--- config.mk ---
export PLATFORM = sky130hd
export DESIGN_NAME = mux_n_way_reg
export DESIGN_NICKNAME = d
export VERILOG_FILES = /design/src/rtl/mux_n_way_reg_pkg.sv /design/src/rtl/mux_n_way_reg_mux_n_to_1.sv /design/src/rtl/mux_n_way_reg.sv
export SDC_FILE = /design/constraint.sdc
export NUM_CORES = 1
export LEC_CHECK = 0
export CAP_MARGIN = 20
export CELL_PAD_IN_SITES_DETAIL_PLACEMENT = 1
export CELL_PAD_IN_SITES_GLOBAL_PLACEMENT = 2
export CORE_UTILIZATION = 27
export CTS_CLUSTER_SIZE = 20
export DETAILED_ROUTE_END_ITERATION = 10
export HOLD_SLACK_MARGIN = 0.05
export PLACE_DENSITY_LB_ADDON = 0.1
export RECOVER_POWER = 100
export SYNTH_ARGS = -nofsm -noshare
export SYNTH_HDL_FRONTEND = slang
export SYNTH_SLANG_ARGS = --single-unit
--- constraint.sdc ---
create_clock -name clk -period 2.7 [get_ports clk]
set_input_delay 0.27 -clock clk [delete_from_list [all_inputs] [get_ports clk]]
set_output_delay 0.27 -clock clk [all_outputs]
set_load 0.1 [all_outputs]
--- src/rtl/mux_n_way_reg_pkg.sv ---
// Shared types and constants for the N-way registered select mux.
package mux_n_way_reg_pkg;

    localparam int MAX_N_INPUTS = 16;

    typedef enum logic [1:0] {
        ST_EMPTY = 2'd0,
        ST_ONE   = 2'd1,
        ST_TWO   = 2'd2
    } state_e;

    // Select width for n sources; never narrower than one bit.
    function automatic int sel_width(input int n);
        return (n < 2) ? 1 : $clog2(n);
    endfunction

endpackage

--- src/rtl/mux_n_way_reg_mux_n_to_1.sv ---
// Combinational N:1 word select; out-of-range select yields an all-zero word.
module mux_n_to_1
    import mux_n_way_reg_pkg::*;
#(
    parameter int  WIDTH    = 32,
    parameter int  N_INPUTS = 4,
    localparam int SEL_W    = sel_width(N_INPUTS)
) (
    input  logic [N_INPUTS*WIDTH-1:0] in_data,
    input  logic [SEL_W-1:0]          sel,
    output logic [WIDTH-1:0]          data_out
);

    always_comb begin
        data_out = '0;
        for (int k = 0; k < N_INPUTS; k++) begin
            if (32'(sel) == k) begin
                data_out = in_data[k*WIDTH +: WIDTH];
            end
        end
    end

endmodule

--- src/rtl/mux_n_way_reg.sv ---
// N-input registered select mux with a 2-entry skid and ready/valid on both sides.
// Define MUX_N_WAY_REG_SEL_ERR_EN to add the sticky sel_err output.
//
// state    | meaning
// ST_EMPTY | nothing buffered, out_valid=0, in_ready=1
// ST_ONE   | output register holds a beat, in_ready=1
// ST_TWO   | output and skid both hold beats, in_ready=0
module mux_n_way_reg
    import mux_n_way_reg_pkg::*;
#(
    parameter int  WIDTH    = 32,
    parameter int  N_INPUTS = 4,
    localparam int SEL_W    = sel_width(N_INPUTS)
) (
    input  logic                      clk,
    input  logic                      rst_n,
    input  logic [N_INPUTS*WIDTH-1:0] in_data,
    input  logic [SEL_W-1:0]          select,
    input  logic                      in_valid,
    output logic                      in_ready,
    input  logic                      flush,
    output logic [WIDTH-1:0]          out_data,
    output logic [SEL_W-1:0]          out_sel,
    output logic                      out_valid,
    input  logic                      out_ready
`ifdef MUX_N_WAY_REG_SEL_ERR_EN
    ,
    output logic                      sel_err
`endif
);

    if (N_INPUTS < 2 || N_INPUTS > MAX_N_INPUTS) begin : g_bad_n_inputs
        $error("mux_n_way_reg: N_INPUTS out of range 2..16");
    end

    state_e             state_q, state_d;
    logic [WIDTH-1:0]   out_data_q, out_data_d;
    logic [SEL_W-1:0]   out_sel_q, out_sel_d;
    logic [WIDTH-1:0]   skid_data_q, skid_data_d;
    logic [SEL_W-1:0]   skid_sel_q, skid_sel_d;
    logic               out_valid_q, out_valid_d;
    logic               in_ready_q, in_ready_d;
    logic [WIDTH-1:0]   mux_data;
    logic               accept;

    mux_n_to_1 #(
        .WIDTH    (WIDTH),
        .N_INPUTS (N_INPUTS)
    ) u_mux (
        .in_data  (in_data),
        .sel      (select),
        .data_out (mux_data)
    );

    assign accept = in_valid && in_ready_q;

    always_comb begin
        state_d     = state_q;
        out_data_d  = out_data_q;
        out_sel_d   = out_sel_q;
        skid_data_d = skid_data_q;
        skid_sel_d  = skid_sel_q;
        case (state_q)
            ST_EMPTY: begin
                if (accept) begin
                    out_data_d = mux_data;
                    out_sel_d  = select;
                    state_d    = ST_ONE;
                end
            end
            ST_ONE: begin
                if (accept && !out_ready) begin
                    skid_data_d = mux_data;
                    skid_sel_d  = select;
                    state_d     = ST_TWO;
                end else if (accept) begin
                    out_data_d = mux_data;
                    out_sel_d  = select;
                end else if (out_ready) begin
                    state_d = ST_EMPTY;
                end
            end
            ST_TWO: begin
                if (out_ready) begin
                    out_data_d = skid_data_q;
                    out_sel_d  = skid_sel_q;
                    state_d    = ST_ONE;
                end
            end
            default: state_d = ST_EMPTY;
        endcase
        // Flush drops everything in flight but leaves the last presented word visible.
        if (flush) begin
            state_d    = ST_EMPTY;
            out_data_d = out_data_q;
            out_sel_d  = out_sel_q;
        end
        out_valid_d = (state_d != ST_EMPTY);
        in_ready_d  = (state_d != ST_TWO);
    end

    always_ff @(posedge clk or negedge rst_n) begin
        if (!rst_n) begin
            state_q     <= ST_EMPTY;
            out_data_q  <= '0;
            out_sel_q   <= '0;
            skid_data_q <= '0;
            skid_sel_q  <= '0;
            out_valid_q <= 1'b0;
            in_ready_q  <= 1'b0;
        end else begin
            state_q     <= state_d;
            out_data_q  <= out_data_d;
            out_sel_q   <= out_sel_d;
            skid_data_q <= skid_data_d;
            skid_sel_q  <= skid_sel_d;
            out_valid_q <= out_valid_d;
            in_ready_q  <= in_ready_d;
        end
    end

    assign out_data  = out_data_q;
    assign out_sel   = out_sel_q;
    assign out_valid = out_valid_q;
    assign in_ready  = in_ready_q;

`ifdef MUX_N_WAY_REG_SEL_ERR_EN
    logic sel_err_q, sel_err_d;

    always_comb begin
        sel_err_d = sel_err_q | (accept && (32'(select) >= N_INPUTS));
        if (flush) begin
            sel_err_d = 1'b0;
        end
    end

    always_ff @(posedge clk or negedge rst_n) begin
        if (!rst_n) begin
            sel_err_q <= 1'b0;
        end else begin
            sel_err_q <= sel_err_d;
        end
    end

    assign sel_err = sel_err_q;
`endif

endmodule

==> impl_results.md <==
* CTS H-tree lvls at 3
* Setup-violating endpoint count in the final report at 0
* Detailed-route vias per instance at 4.83
* Share of synthesized flip-flops with an asynchronous set or reset at 100%
* Total power per unit cell area at 721 mW/mm^2
* Critical path launch point type: primary input
* Number of nets in the final layout at 745
* Maximum number of pins on one net before global-route repair at 73
* Share of layout cells above drive strength 1 at 10.1%
* Die boundary width at 128 um
* Final Core Density at 39.9%
* Crit path time final at 2260 ps
* Clk root buf: sky130_fd_sc_hd__clkbuf_16
* Synthesized instance count at 460
* Site row count at 45
* Tot GR Track Use at 17.7%
* Run status: complete, no violations
* Fill count at 1806
* Count of buffers from port buffering at 170
* Yosys Warn Count at 0
* Worst hold path type: in2reg
* Number of gates resized after CTS at 0
* Launching element of the worst setup path: out_ready
* Arrival time worst endpoint at 2480 ps
* Synth Cell Area at 0.00431 mm^2
* Capturing instance or port of the critical path: skid_sel_q[0]
* Number of primary I/O pins at 171
* Delay of the slowest cell on the worst path at 880 ps
* Wirelength per Cell at 16.7 um
* Antenna violations before repair at 1
* Fin Hold WS at 474 ps
* Mapped Nets at 595
* Via count at 3995
* Critical Path Slowest Stage Cell: sky130_fd_sc_hd__or3_2
* Clock tree from TritonCTS: built
* Worst flop-to-flop path startpoint: in_ready
* Clock edge transition at the registers on the reported setup and hold paths at 60 ps
* Post-route ant nets at 0
* Required time reported for the critical path endpoint at 2910 ps
* Final hold violation count at 0
* Mean instance size in the synthesized netlist at 9.38 um^2
* Worst Max-Slew Pin Slew at 1440 ps
* Area overhead of the layout relative to synthesis at 42.2%
* Number of storage elements in the synthesis netlist at 72
* Worst path bufs/invs at 1
* Footprint of the multi-input gates at 0.00221 mm^2
* Via count of the first global-routing pass at 4267
* Count of unique library cells instantiated by Yosys at 32
* Detail Placement HPWL at 9.19 mm
* Share of the cycle needed by the critical path after routing at 83.9%
* Stages on the worst setup path at 4
* Leakage power figure at 2.55 nW
* Iteration count of the initial detailed-routing pass at 4
* DP Cell Count at 808
* Routability congestion estimate from global placement at 0.697
* Final Power at 4.42 mW
* Die Footprint at 0.0165 mm^2
* Largest fanout on the critical path at 66
* Core footprint at 0.0154 mm^2
* Remaining design rule violation count at 0
* Remaining max-slew budget at the tightest pin at 4.04%
* Max VDD drop at 294 uV
* Overall overflow remaining after global route at 0
* Reg-to-reg critical path endpoint: skid_sel_q[0]
* Critical setup path kind: in2reg
* Count of routing violations after the opening detailed-route iteration at 114
* Die Span Y at 128 um
* CTS Buf Count at 9
* Final-report max-slew violation count at 0
* Wirelength, routed at 13.8 mm
* First-pass GRT wire length at 22.4 mm
* R2R depth at 3
* Kind of capture point of the worst setup path: register
* Worst R2R Setup Slack at 620 ps
* RSZ-0062 raised after global routing: no
* Clock skew after layout at 5.12 ps
* Sequential fraction of the synthesis area at 41.8%
* Main synth FF type: sky130_fd_sc_hd__dfrtp_1
* Initial core utilization at 28.1%
* Max Buffers Root-to-Sink at 2
* Cells along the critical path: dlygate4sd3_1, nand2b_1, or3_2, mux2_1
* Storage cell area at 0.00180 mm^2
* Non-filler cells in the finished layout at 827
* Delay-heaviest family, CP: simple AND/OR/NAND/NOR gates
* Max frequency at 442 MHz
* # clock sinks at 72
* Max-capacitance violation count at 0
* Total Neg Setup Slack at 0 ps
* Later-pin clock latency in the skew report at 330 ps
* Number of enable flip-flop cells after synthesis at 0
worst min-delay path by stage:
stage,startpoint,cells after the start,slack (ps),end
4_1_cts,rst_n,1,140,out_data[16]
5_1_grt,select[0],3,490,skid_data_q[9]
2_1_floorplan,rst_n,0,-30,in_ready
3_3_place_gp,skid_data_q[31],2,460,skid_data_q[31]
6_report,select[0],3,470,skid_data_q[9]
3_5_place_dp,out_data[14],2,470,out_data[14]
per-stage QoR:
stage	setup WS [ps]	area (um^2)
after floorplan	590	4310
after global placement	604	5980
after detailed placement	541	5980
after CTS	558	6290
after global routing	306	6130
final	435	6130
cell type report:
cell class / instances / share of cell area, %
flip-flops and latches: 72 / 29.4
repair buffers: 177 / 25.2
diodes: 1 / 0.0408
clock inverters: 2 / 0.163
well taps: 211 / 4.30
multi-input cells: 350 / 36.1
clock buffers: 14 / 4.79
cells in the mapped netlist (8+ instances only):
master / instances / area share [%]
sky130_fd_sc_hd__o22ai_1: 32 / 4.6
sky130_fd_sc_hd__buf_2: 15 / 1.7
sky130_fd_sc_hd__nor2_1: 35 / 3.0
sky130_fd_sc_hd__mux2i_1: 33 / 7.7
sky130_fd_sc_hd__buf_6: 11 / 2.9
sky130_fd_sc_hd__mux2_2: 32 / 8.4
sky130_fd_sc_hd__a21oi_1: 35 / 4.1
sky130_fd_sc_hd__o31ai_1: 32 / 5.6
sky130_fd_sc_hd__o21ai_2: 8 / 1.6
sky130_fd_sc_hd__nand2_1: 68 / 5.9
sky130_fd_sc_hd__nor2b_1: 32 / 4.6
sky130_fd_sc_hd__dfrtp_1: 72 / 42
sky130_fd_sc_hd__o21ai_0: 25 / 2.9
worst min-delay path, stage by stage:
cell,delay (ps)
sky130_fd_sc_hd__buf_2,240
sky130_fd_sc_hd__a21oi_1,170
sky130_fd_sc_hd__o21ai_0,80
kinds of logic (layout without fill, tap and decap cells):
kind of cell           count (synthesis)  in the layout  share of synthesized area [%]
AND/OR/NAND/NOR                      145            145                           15.6
AO/OA/AOI/OAI                        138            138                           19.9
flip-flops                            72             72                           41.8
other                                  0              1                              0
multiplexers                          67             67                           16.7
buffers and inverters                 38            193                           6.09
report_power, final:
part           internal (mW)  switching [mW]  total, mW
Sequential              1.34           0.142       1.48
Clock                  0.745           0.462       1.21
Combinational          0.448            1.29       1.73
metal layers:
metal / global-route usage, % / vias to the layer above / wire length, um / share of wire, %
li1: - / 1947 / - / -
met1: 21.6 / 1950 / 6060 / 44
met2: 30.9 / 90 / 6930 / 50
met3: 4.66 / 8 / 691 / 5.0
met4: 4.57 / 0 / 110 / 0.80
met5: 0 / - / 0 / 0
flip-flops by register name, summed over array words and instances, names as in the netlist:
name / count
state_q: 2
in_ready: 1
skid_sel_q: 2
out_sel: 2
out_valid: 1
skid_data_q: 32
out_data: 32
cell usage in the layout (no fill, tap or decap), drive strengths merged:
| cell type | synthesis | routed |
|---|---|---|
| nor3b | 1 | 1 |
| nand2b | 3 | 3 |
| a21o | 1 | 1 |
| mux2 | 34 | 34 |
| nor2 | 35 | 35 |
| nand2 | 69 | 69 |
| o22ai | 32 | 32 |
| a31oi | 1 | 1 |
| o21ai | 33 | 33 |
| nand3b | 1 | 1 |
| a31o | 1 | 1 |
| o31ai | 32 | 32 |
| or3 | 1 | 1 |
| nand4bb | 1 | 1 |
| nor2b | 32 | 32 |
| a21oi | 35 | 35 |
| o21bai | 1 | 1 |
| buf | 32 | 6 |
| dfrtp | 72 | 72 |
| a211o | 1 | 1 |
| mux2i | 33 | 33 |
| diode | 0 | 1 |
| dlygate4sd3 | 0 | 2 |
| a211oi | 1 | 1 |
| nand4b | 1 | 1 |
| clkdlybuf4s50 | 0 | 130 |
| and3 | 1 | 1 |
| clkinv | 0 | 2 |
| clkbuf | 6 | 53 |
what timing repair did:
item / 4_1_cts / 5_1_grt
hold buffers: 0 / 1
endpoints found under the hold margin: 0 / 20
endpoints found under the setup margin: 0 / 0
setup buffers: 0 / 0
Note: power is estimated with default switching activity, not from simulation.
